===== src/rtl/tff_seq_ctrl_if.sv =====
// ============================================================================
// Module      : tff_seq_ctrl_if
// Description : Control/status bundle between a sequence controller and the
//               T flip-flop bank it drives (commands, toggle enables, status).
// Revision    : 1.0 - initial release
// ============================================================================
`default_nettype none

interface tff_seq_ctrl_if #(
    parameter int WIDTH = 4
);
    // command and configuration
    logic             start;
    logic             stop;
    logic             pause;
    logic             dir;
    logic [WIDTH-1:0] limit;
    // bank feedback and drive
    logic [WIDTH-1:0] q;
    logic [WIDTH-1:0] t;
    logic             tff_clr;
    // status
    logic             busy;
    logic             done;
    logic             aborted;
    logic [WIDTH:0]   steps;

    // controller side
    modport slave (
        input  start, stop, pause, dir, limit, q,
        output t, tff_clr, busy, done, aborted, steps
    );

    // host/bank side
    modport master (
        output start, stop, pause, dir, limit, q,
        input  t, tff_clr, busy, done, aborted, steps
    );
endinterface

`default_nettype wire


===== src/rtl/tff_seq_ctrl.sv =====
// ============================================================================
// Module      : tff_seq_ctrl
// Description : Sequences a bank of WIDTH T flip-flops as an up/down counter
//               from zero to a latched limit, with pause, abort and a
//               saturating count of toggle cycles.
// Revision    : 1.0 - initial release
// ============================================================================
`default_nettype none

module tff_seq_ctrl #(
    parameter int WIDTH = 4
) (
    input  wire logic     clk,
    input  wire logic     rst,      // asynchronous, active-low
    tff_seq_ctrl_if.slave bus
);

    typedef enum logic [2:0] {
        S_IDLE  = 3'd0,
        S_CLR   = 3'd1,
        S_RUN   = 3'd2,
        S_DONE  = 3'd3,
        S_ABORT = 3'd4
    } state_t;

    localparam logic [WIDTH:0] c_STEPS_MAX = '1;

    state_t           r_state;
    logic             r_dir;
    logic [WIDTH-1:0] r_limit;
    logic [WIDTH:0]   r_steps;
    logic             r_tff_clr;
    logic             r_busy;
    logic             r_done;
    logic             r_aborted;

    // Ripple-carry style toggle chains: bit i toggles when all lower bits are
    // 1 (counting up) or all lower bits are 0 (counting down).
    logic [WIDTH-1:0] w_chain_up;
    logic [WIDTH-1:0] w_chain_dn;
    logic             w_match;
    logic             w_run_active;
    logic [WIDTH-1:0] w_t;

    assign w_chain_up[0] = 1'b1;
    assign w_chain_dn[0] = 1'b1;

    generate
        for (genvar i = 1; i < WIDTH; i++) begin : g_chain
            assign w_chain_up[i] = w_chain_up[i-1] &  bus.q[i-1];
            assign w_chain_dn[i] = w_chain_dn[i-1] & ~bus.q[i-1];
        end
    endgenerate

    assign w_match      = (bus.q == r_limit);
    // The bank only advances in RUN while not at the limit, paused or stopping.
    assign w_run_active = (r_state == S_RUN) && !w_match && !bus.pause && !bus.stop;
    assign w_t          = w_run_active ? (r_dir ? w_chain_up : w_chain_dn) : '0;

    assign bus.t       = w_t;
    assign bus.tff_clr = r_tff_clr;
    assign bus.busy    = r_busy;
    assign bus.done    = r_done;
    assign bus.aborted = r_aborted;
    assign bus.steps   = r_steps;

    // Sequencer FSM with registered status outputs and step counter.
    always_ff @(posedge clk or negedge rst) begin
        if (!rst) begin
            r_state   <= S_IDLE;
            r_dir     <= 1'b1;
            r_limit   <= '0;
            r_steps   <= '0;
            r_tff_clr <= 1'b0;
            r_busy    <= 1'b0;
            r_done    <= 1'b0;
            r_aborted <= 1'b0;
        end else begin
            r_tff_clr <= 1'b0;
            r_done    <= 1'b0;
            r_aborted <= 1'b0;
            case (r_state)
                S_IDLE: begin
                    // start wins over a simultaneous stop here
                    if (bus.start) begin
                        r_dir     <= bus.dir;
                        r_limit   <= bus.limit;
                        r_steps   <= '0;
                        r_tff_clr <= 1'b1;
                        r_busy    <= 1'b1;
                        r_state   <= S_CLR;
                    end
                end
                S_CLR: begin
                    if (bus.stop) begin
                        r_aborted <= 1'b1;
                        r_busy    <= 1'b0;
                        r_state   <= S_ABORT;
                    end else begin
                        r_state   <= S_RUN;
                    end
                end
                S_RUN: begin
                    if ((w_t != '0) && (r_steps != c_STEPS_MAX)) begin
                        r_steps <= r_steps + 1'b1;
                    end
                    if (bus.stop) begin
                        r_aborted <= 1'b1;
                        r_busy    <= 1'b0;
                        r_state   <= S_ABORT;
                    end else if (w_match) begin
                        r_done    <= 1'b1;
                        r_busy    <= 1'b0;
                        r_state   <= S_DONE;
                    end
                end
                S_DONE: begin
                    r_state <= S_IDLE;
                end
                S_ABORT: begin
                    r_state <= S_IDLE;
                end
                default: begin
                    r_busy  <= 1'b0;
                    r_state <= S_IDLE;
                end
            endcase
        end
    end

endmodule

`default_nettype wire


===== src/flat_wrapper.sv =====
// flat-port wrapper written by rule: the top's interface ports become plain ports
module tff_seq_ctrl_flat 
#(
    parameter int WIDTH = 4
)
  (clk, rst, bus_start, bus_stop, bus_pause, bus_dir, bus_limit, bus_q, bus_t, bus_tff_clr, bus_busy, bus_done, bus_aborted, bus_steps);
  tff_seq_ctrl_if #(.WIDTH(WIDTH)) bus_i ();
  input  wire logic clk;
  input  wire logic rst;
  input wire logic [$bits(bus_i.start)-1:0] bus_start;
  input wire logic [$bits(bus_i.stop)-1:0] bus_stop;
  input wire logic [$bits(bus_i.pause)-1:0] bus_pause;
  input wire logic [$bits(bus_i.dir)-1:0] bus_dir;
  input wire logic [$bits(bus_i.limit)-1:0] bus_limit;
  input wire logic [$bits(bus_i.q)-1:0] bus_q;
  output wire logic [$bits(bus_i.t)-1:0] bus_t;
  output wire logic [$bits(bus_i.tff_clr)-1:0] bus_tff_clr;
  output wire logic [$bits(bus_i.busy)-1:0] bus_busy;
  output wire logic [$bits(bus_i.done)-1:0] bus_done;
  output wire logic [$bits(bus_i.aborted)-1:0] bus_aborted;
  output wire logic [$bits(bus_i.steps)-1:0] bus_steps;
  assign bus_i.start = bus_start;
  assign bus_i.stop = bus_stop;
  assign bus_i.pause = bus_pause;
  assign bus_i.dir = bus_dir;
  assign bus_i.limit = bus_limit;
  assign bus_i.q = bus_q;
  assign bus_t = bus_i.t;
  assign bus_tff_clr = bus_i.tff_clr;
  assign bus_busy = bus_i.busy;
  assign bus_done = bus_i.done;
  assign bus_aborted = bus_i.aborted;
  assign bus_steps = bus_i.steps;
  tff_seq_ctrl #(.WIDTH(WIDTH)) u_core (.clk(clk), .rst(rst), .bus(bus_i));
endmodule

===== config.mk =====
export PLATFORM = sky130hd
export DESIGN_NAME = tff_seq_ctrl_flat
export DESIGN_NICKNAME = d
export VERILOG_FILES = /design/src/rtl/tff_seq_ctrl_if.sv /design/src/rtl/tff_seq_ctrl.sv /design/src/flat_wrapper.sv
export SDC_FILE = /design/constraint.sdc
export NUM_CORES = 1
export LEC_CHECK = 0
export BUFFER_PORTS_ARGS = -buffer_cell sky130_fd_sc_hd__buf_4
export CAP_MARGIN = 30
export CORE_MARGIN = 3
export CORE_UTILIZATION = 31
export CTS_CLUSTER_SIZE = 8
export DETAILED_ROUTE_END_ITERATION = 12
export PLACE_DENSITY = 0.6
export SETUP_SLACK_MARGIN = 0.02
export SLEW_MARGIN = 20
export SYNTH_ARGS = -nofsm -noshare
export SYNTH_HDL_FRONTEND = slang
export SYNTH_SLANG_ARGS = --single-unit
export TNS_END_PERCENT = 30

===== constraint.sdc =====
create_clock -name clk -period 4.71 [get_ports clk]
set_clock_uncertainty 0.1 [all_clocks]
set_input_delay 0.2355 -clock clk [delete_from_list [all_inputs] [get_ports clk]]
set_output_delay 0.2355 -clock clk [all_outputs]
set_load 0.1 [all_outputs]

==> flow_metrics.tcl, run 1 <==
set metrics [dict create \
    tns_ps 0 \
    die-area_um2 3570 \
    tightest_slew_ps 372 \
    place_ws_ps 2540 \
    cp_data_required_time_ps 4370 \
    status "completed" \
    hold_viol_final 0 \
    cts.path.max_buffers 2 \
    yosysWarnings 0 \
    p_sw_uw 291 \
    grt_util_met1 0.158 \
    nets 139 \
    ys_async_sr_fraction 1.00 \
    setup_ws_ps 2040 \
    netlist_top_cells_area "dfrtp_1 (45%), nand2_1 (8.0%), xor2_1 (4.9%)" \
    remaining_drc_errors 0 \
    fmax_mhz 374 \
    insertion_delay_ps 290 \
    overflow 0 \
    ys_seq_elements 17 \
    finalSetupViolCount 0 \
    areaGrowthSynthToFinish_pct 27.8 \
    cp_common_cell "buf_4" \
    synth_edf_count 0 \
    critical-path-max-stage-delay_ps 560 \
    antenna_found_initial 0 \
    synth.largest_area_cell "dfrtp_1" \
    pin_count 27 \
    wl_um 1920 \
    grtUsageMet3 0.0302 \
    total_power_uw 592 \
    seqPwrFrac 0.397 \
    clkPwrFrac 0.132 \
    grt.busiest_layer "met2" \
    clk_pin_slew_ps 100 \
    syn_avg_cell_area_um2 9.42 \
    die_width_um 59.7 \
    grt_pass1_wl_um 3230 \
    crit_chain "dlygate4sd3_1 -> buf_4 -> or4b_1 -> or3_1 -> a21oi_1 -> buf_4" \
    start_kind "input port" \
    initial_core_util 0.342 \
    p_int_uw 301 \
    cts_resized 0 \
    core_um2 2610 \
    grt_pass1_vias 765 \
    synth_seq_area_share 0.477 \
    vias_per_cell 5.00 \
    fin_crit_ps 2670 \
    synthCells 95 \
    cts_max_level 1 \
    critical_path_class "input port to primary output" \
    grt_setup_unrepaired "false" \
    gp_congestion 0.820 \
    diodes 0 \
    rows 18 \
    leakage_nw 0.569 \
    cp_max_fo 4 \
    powerDensity_nw_per_um2 518 \
    crit_buf_inv 3 \
    power.share.switching 0.492 \
    synth.top_cell.area_share 0.448 \
    grt_start_max_net_pins 18 \
    wl_per_cell_um 12.7 \
    relSlewSlack 0.751 \
    numPortBuffers 26 \
    cts_root_buffer "clkbuf_4" \
    synthFlopType "dfrtp_1" \
    hold_path_class "input port to register" \
    fin_crit_sh 0.567 \
    critPathTopFamily "buffers and inverters" \
    power_frac_comb 0.472 \
    drive_above_1_share 0.279 \
    die-height_um 59.7 \
    cts_tree "built" \
    dp_hpwl_um 1480 \
    drv_cap 0 \
    slew_violations 0 \
    netlist_area_um2 895 \
    ant_nets 0 \
    cts_sinks 17 \
    worst_setup_path_end_kind "primary output" \
    ir_drop_uv 428 \
    synth.distinct_cells 35 \
    grt_use_total 0.121 \
    cts_inserted_buffers 3 \
    met2_usage 0.193 \
    drt-pass1-iter-count 3 \
    crit_slowest_cell "or4b_1" \
    yosysMostFrequentCell "nand2_1" \
    cp.arrival_ps 2340 \
    syn_nets 111 \
    synthTopCellsByCount "nand2_1 (19), dfrtp_1 (16), inv_1 (6), nor3_1 (5), xor2_1 (5)" \
    vias 760 \
    drt_first_iter_violations 31 \
]
stage by stage:
| step | hold WS (ps) | instances | util | instance area [µm²] |
|---|---|---|---|---|
| after detailed placement | 17.8 | 146 | 0.420 | 1100 |
| after global placement | 13.7 | 146 | 0.420 | 1100 |
| after floorplan | -160 | 95 | - | 895 |
| after CTS | 4.17 | 151 | 0.434 | 1130 |
| after global routing | 9.99 | 152 | 0.438 | 1140 |
| final | 29.0 | 152 | 0.438 | 1140 |
logic make-up after synthesis:
logic type               share of synthesized area
AO/OA/AOI/OAI                                0.110
adder cells (fa/ha/maj)                     0.0280
XOR/XNOR                                    0.0587
multiplexers                                0.0112
AND/OR/NAND/NOR                              0.246
flip-flops                                   0.477
buffers and inverters                       0.0685
timing repair:
item                                   CTS  global route
endpoints found under the hold margin   17             1
hold buffers                             1             1
setup buffers                            0             0
layer usage:
metal  vias to the layer above  wire [µm]
met5                         -          0
met4                         0         10
met3                         2        145
met2                        23        880
met1                       356        888
li1                        379          -
worst min-delay path, stage by stage:
cell     delay (ps)
buf_4            80
nand2_1          40
nand2_1          50
power by group through the flow:
| stage | Sequential [mW] | Combinational [mW] | Clock (mW) |
|---|---|---|---|
| 3_3_place_gp | 0.235 | 0.277 | 0 |
| 5_1_grt | 0.242 | 0.302 | 0.0923 |
| 3_5_place_dp | 0.238 | 0.280 | 0 |
| 4_1_cts | 0.235 | 0.282 | 0.0817 |
| 2_1_floorplan | 0.333 | 0.121 | 0 |
| 6_report | 0.235 | 0.279 | 0.0780 |
cell usage in the layout, fill, tap and decap left out, drive strengths merged, types with 2 or more instances in the layout:
master       count
nor2             2
o311ai           2
nand3            2
dfrtp           16
ha               2
inv              6
dlygate4sd3      2
buf             27
or3              3
nand2           19
nand4            2
clkbuf           3
o211ai           4
xor2             5
o21ai            3
nor3             5
a21oi            3
sequential cells by signal, indices dropped and copies added (netlist names):
signal / cells
u_core.bus.steps: 5
u_core.bus.busy: 1
u_core.bus.aborted: 1
u_core.bus.tff_clr: 1
u_core.bus.done: 1
u_core.r_dir: 1
u_core.r_limit: 4
u_core.r_state: 3
final timing paths:
path,slack [ps],from,endpoint,depth (start not counted)
max in group asynchronous,4020,rst,u_core.r_dir,2
max reg2reg,2550,u_core.r_state[0],u_core.bus.steps[3],4
min in group asynchronous,230,rst,u_core.r_limit[0],2
max,2040,bus_stop,bus_t[3],6
min reg2reg,410,u_core.r_dir,u_core.r_dir,2
min,30,bus_limit[3],u_core.r_limit[3],3
cell type report:
cell class	instances	area, µm²
Clock buffer	3	22.5
Clock inverter	1	5.00
Fill cell	274	1470
Inverter	6	22.5
Multi-Input combinational cell	66	407
Sequential cell	17	427
Tap cell	30	37.5
Timing Repair Buffer	29	223
Note: power is estimated with default switching activity, not from simulation.
==> inputs of run 2 (changes only) <==
- PLACE_DENSITY: 0.6 -> 0.62
- clock period: 4.71 -> 2.38 ns (I/O delays scaled with it)
==> run 2 against run 1 <==
  * Combinational power up 100%
  * Power rose by 100%
  * Register-to-register slack got worse by 2300 ps
  * Worst hold slack improved by 11 ps
  * Via count rose by 1.2%
  * Die area did not move
  * First-iteration DRC count is 45% lower
  * Wire length increased by 1.5%
  * Non-clock buffer count rose by 5
  * Count of clock-buffer cells in the layout unchanged
==> flow_metrics.tcl, run 2 (synthesis results as in run 1) <==
set metrics [dict create \
    fin_crit_ps 2270 \
    grt_pass1_vias 736 \
    total_power_mw 1.19 \
    die-area_um2 3570 \
    p_sw_uw 582 \
    vias 769 \
    cp.arrival_ps 2050 \
    core_um2 2610 \
    multi_input_area_um2 422 \
    seq_area_um2 430 \
    fin_area_um2 1230 \
    overflow 0 \
    cts_inserted_buffers 3 \
    cts_max_level 1 \
    leakage_nw 0.590 \
    grt_use_total 0.122 \
    cp_data_required_time_ps 2160 \
    finalSetupViolCount 0 \
    initial_core_util 0.342 \
    critical_path_class "register to primary output" \
    hold_viol_final 0 \
    layout_commonest_cell "buf_4" \
    fillers 256 \
    grt_start_max_net_pins 18 \
    drt-pass1-iter-count 4 \
    worst_setup_path_end_kind "primary output" \
    power_frac_comb 0.478 \
    remaining_drc_errors 0 \
    fmax_mhz 441 \
    power.share.switching 0.489 \
    diodes 0 \
    tightest_slew_ps 386 \
    final_util 0.470 \
    place_ws_ps 251 \
    cts.path.max_buffers 2 \
    insertion_delay_ps 290 \
    post-cts-setup-buffers 0 \
    wl_um 1950 \
    start_kind "register" \
    cp_max_fo 6 \
    ant_nets 0 \
    antenna_found_initial 0 \
    cts_tree "built" \
    grt_setup_unrepaired "false" \
    dpl_cell_area_um2 1110 \
    relSlewSlack 0.740 \
    r2r_setup_slack_ps 240 \
    numPortBuffers 26 \
    vias_per_cell 4.90 \
    clk_pin_slew_ps 90 \
    seqPwrFrac 0.393 \
    pin_count 27 \
    die-height_um 59.7 \
    largest_reg_flops 5 \
    powerDensity_nw_per_um2 969 \
    gp_congestion 0.746 \
    die_width_um 59.7 \
    final_cell_mix "buf_4 (24), nand2_1 (19), dfrtp_1 (13)" \
    cts_sinks 17 \
    slew_violations 0 \
    wl_per_cell_um 12.4 \
    nets 144 \
    dp_hpwl_um 1480 \
    drt_first_iter_violations 17 \
    drive_above_1_share 0.323 \
    areaGrowthSynthToFinish_pct 37.2 \
    hold_path_class "input port to register" \
    clkPwrFrac 0.129 \
    p_int_uw 608 \
    ir_drop_uv 906 \
    setup_ws_ps 111 \
    cts_root_buffer "clkbuf_4" \
    status "completed" \
    rows 18 \
    grt_pass1_wl_um 3260 \
    fin_crit_sh 0.954 \
    drv_cap 0 \
]
==> run 2: cell count changes in the layout (fill, tap and decap cells not counted), sizes merged <==
cell         before  now
dlygate4sd3       2    7
==> run 2: final timing paths <==
kind,startpoint,endpoint,cells after the start
min reg2reg,u_core.r_dir,u_core.r_dir,2
min in group asynchronous,rst,u_core.bus.steps[0],2
max in group asynchronous,rst,u_core.r_dir,2
max reg2reg,u_core.bus.steps[0],u_core.bus.steps[3],6
max,u_core.r_state[0],bus_t[3],4
min,bus_stop,u_core.r_state[2],3
==> run 2: final cells by class <==
cell class | instances | share of cell area
well taps | 30 | 0.0306
inverters | 6 | 0.0183
multi-input cells | 66 | 0.344
flip-flops and latches | 17 | 0.351
clock buffers | 3 | 0.0183
repair buffers | 34 | 0.234
clock inverters | 1 | 0.00408
==> run 2: timing repair <==
action                                  4_1_cts  5_1_grt
endpoints found under the hold margin        23        0
endpoints found under the setup margin        3        4
hold buffers                                  7        0
gates resized for setup                       1        5
==> run 2: power groups by stage <==
stage | logic (mW) | registers [mW] | clock network, mW
after floorplan | 0.244 | 0.660 | 0
after detailed placement | 0.558 | 0.473 | 0
after global placement | 0.553 | 0.466 | 0
final | 0.569 | 0.467 | 0.154
after CTS | 0.571 | 0.467 | 0.160
after global routing | 0.614 | 0.487 | 0.171
==> run 2: metal layers <==
metal | vias up | global-route usage | part of all wire
li1 | 391 | - | -
met2 | 24 | 0.199 | 0.46
met1 | 349 | 0.159 | 0.46
met5 | - | 0 | 0
met3 | 5 | 0.0216 | 0.062
met4 | 0 | 0.0475 | 0.016
==> run 2: metrics by stage <==
stage / setup TNS, ps / hold WS (ps) / cells
3_5_place_dp: 0 / -104 / 146
6_report: 0 / 39.9 / 157
4_1_cts: 0 / 34.1 / 157
5_1_grt: 0 / 71.1 / 157
3_3_place_gp: 0 / -105 / 146
2_1_floorplan: -138 / -277 / 95
==> run 2: critical path, cell delays in order (launching register included) <==
cell	delay [ps]
dfrtp_2	450
or4b_1	550
or3_4	390
a21oi_2	130
buf_6	240
==> inputs of run 3 (changes only) <==
- CELL_PAD_IN_SITES_DETAIL_PLACEMENT: default -> 0
- CELL_PAD_IN_SITES_GLOBAL_PLACEMENT: default -> 1
- PLACE_DENSITY: 0.62 -> 0.76
==> run 3 against run 2 <==
  * Count of clock-buffer cells in the layout increased by 1
  * Cell area increased by 0.82%
  * Sequential share of layout area decreased by 0.38 points
  * Non-clock buffer count unchanged
  * First-iteration DRC count decreased by 12%
  * Power about the same
  * Via count increased by 1.8%
==> flow_metrics.tcl, run 3 (synthesis results as in run 1) <==
set metrics [dict create \
    cts_sinks 17 \
    powerDensity_nw_per_um2 961 \
    whs_ps 111 \
    hold_viol_final 0 \
    setup_ws_ps 86.1 \
    gp_congestion 0.859 \
    fmax_mhz 436 \
    drive_above_1_share 0.315 \
    start_kind "input port" \
    r2r_setup_slack_ps 250 \
    remaining_drc_errors 0 \
    slew_violations 0 \
    areaGrowthSynthToFinish_pct 38.3 \
    grt_pass1_wl_um 3310 \
    hold_path_class "input port to asynchronous set/reset pin" \
    largest_reg_flops 5 \
    ant_nets 0 \
    grt_use_total 0.124 \
    cts_root_buffer "clkbuf_4" \
    overflow 0 \
    fin_crit_ps 2290 \
    numPortBuffers 26 \
    final_cell_mix "buf_4 (24), nand2_1 (19), dfrtp_1 (14)" \
    ir_drop_uv 546 \
    layout_commonest_cell "buf_4" \
    drt-pass1-iter-count 3 \
    dp_hpwl_um 1490 \
    rr_worst_depth 6 \
    nets 144 \
    cts_tree "built" \
    insertion_delay_ps 290 \
    die-area_um2 3570 \
    die-height_um 59.7 \
    worst_setup_path_end_kind "primary output" \
    finalSetupViolCount 0 \
    wl_per_cell_um 12.7 \
    place_ws_ps 241 \
    drv_cap 0 \
    grt_setup_unrepaired "false" \
    initial_core_util 0.342 \
    antenna_found_initial 0 \
    rr_endpoint "u_core.bus.steps[3]" \
    cp.arrival_ps 2070 \
    wl_um 1990 \
    status "completed" \
    rows 18 \
    total_power_mw 1.19 \
    diodes 0 \
    tightest_slew_ps 426 \
    grt_start_max_net_pins 18 \
    cts_max_level 1 \
    drt_first_iter_violations 15 \
    vias_per_cell 4.99 \
    cts.path.max_buffers 2 \
    cp_data_required_time_ps 2160 \
    vias 783 \
    r2r-start "u_core.bus.steps[0]" \
    cp_max_fo 4 \
    core_um2 2610 \
    relSlewSlack 0.712 \
    leakage_nw 0.592 \
    critical_path_class "input port to primary output" \
    fin_crit_sh 0.964 \
    grt_pass1_vias 745 \
    pin_count 27 \
    cts_inserted_buffers 3 \
    die_width_um 59.7 \
    clk_pin_slew_ps 100 \
]
==> run 3: per-stage QoR <==
stage | std cells | cell area [µm²] | setup TNS, ps | utilization
6_report | 157 | 1240 | 0 | 0.474
2_1_floorplan | 95 | 907 | -138 | -
3_3_place_gp | 146 | 1110 | 0 | 0.424
4_1_cts | 157 | 1220 | 0 | 0.469
5_1_grt | 157 | 1240 | 0 | 0.474
3_5_place_dp | 146 | 1110 | 0 | 0.424
==> run 3: repair_timing <==
action                     CTS  global route
setup endpoints to repair    3             4
hold endpoints to repair    23             0
setup buffers                0             0
hold buffers                 7             0
gates resized for setup      5             3
==> run 3: area by class of cell <==
| class | instances | area, µm² |
|---|---|---|
| Clock buffer | 4 | 26.3 |
| Sequential cell | 17 | 429 |
| Tap cell | 30 | 37.5 |
| Fill cell | 258 | 1380 |
| Inverter | 6 | 22.5 |
| Multi-Input combinational cell | 66 | 425 |
| Timing Repair Buffer | 34 | 297 |
==> run 3: worst max-delay path by stage <==
stage,from,end,slack (ps),cells past startpoint
global route,bus_stop,bus_t[1],30,6
global placement,u_core.bus.steps[0],u_core.bus.steps[3],300,6
finish,bus_stop,bus_t[1],90,6
CTS,bus_stop,bus_t[2],30,6
detailed placement,u_core.r_state[0],u_core.bus.steps[3],240,4
floorplan,u_core.r_state[2],bus_t[2],-50,4
==> run 3: worst max-delay path: stages <==
cell	delay, ps
dlygate4sd3_1	530
buf_4	150
or4b_4	540
or3_4	380
nor2_2	170
buf_12	190
==> run 3: power breakdown <==
| part | internal [mW] | total (mW) | switching (mW) |
|---|---|---|---|
| logic | 0.164 | 0.571 | 0.407 |
| clock network | 0.0651 | 0.152 | 0.0867 |
| registers | 0.382 | 0.467 | 0.0845 |
==> run 3: layer usage <==
metal / global-route usage / share of wire / up-vias
met4: 0.0380 / 0.012 / 0
met3: 0.0324 / 0.053 / 4
met5: 0 / 0 / -
met1: 0.158 / 0.47 / 363
li1: - / - / 397
met2: 0.207 / 0.46 / 19
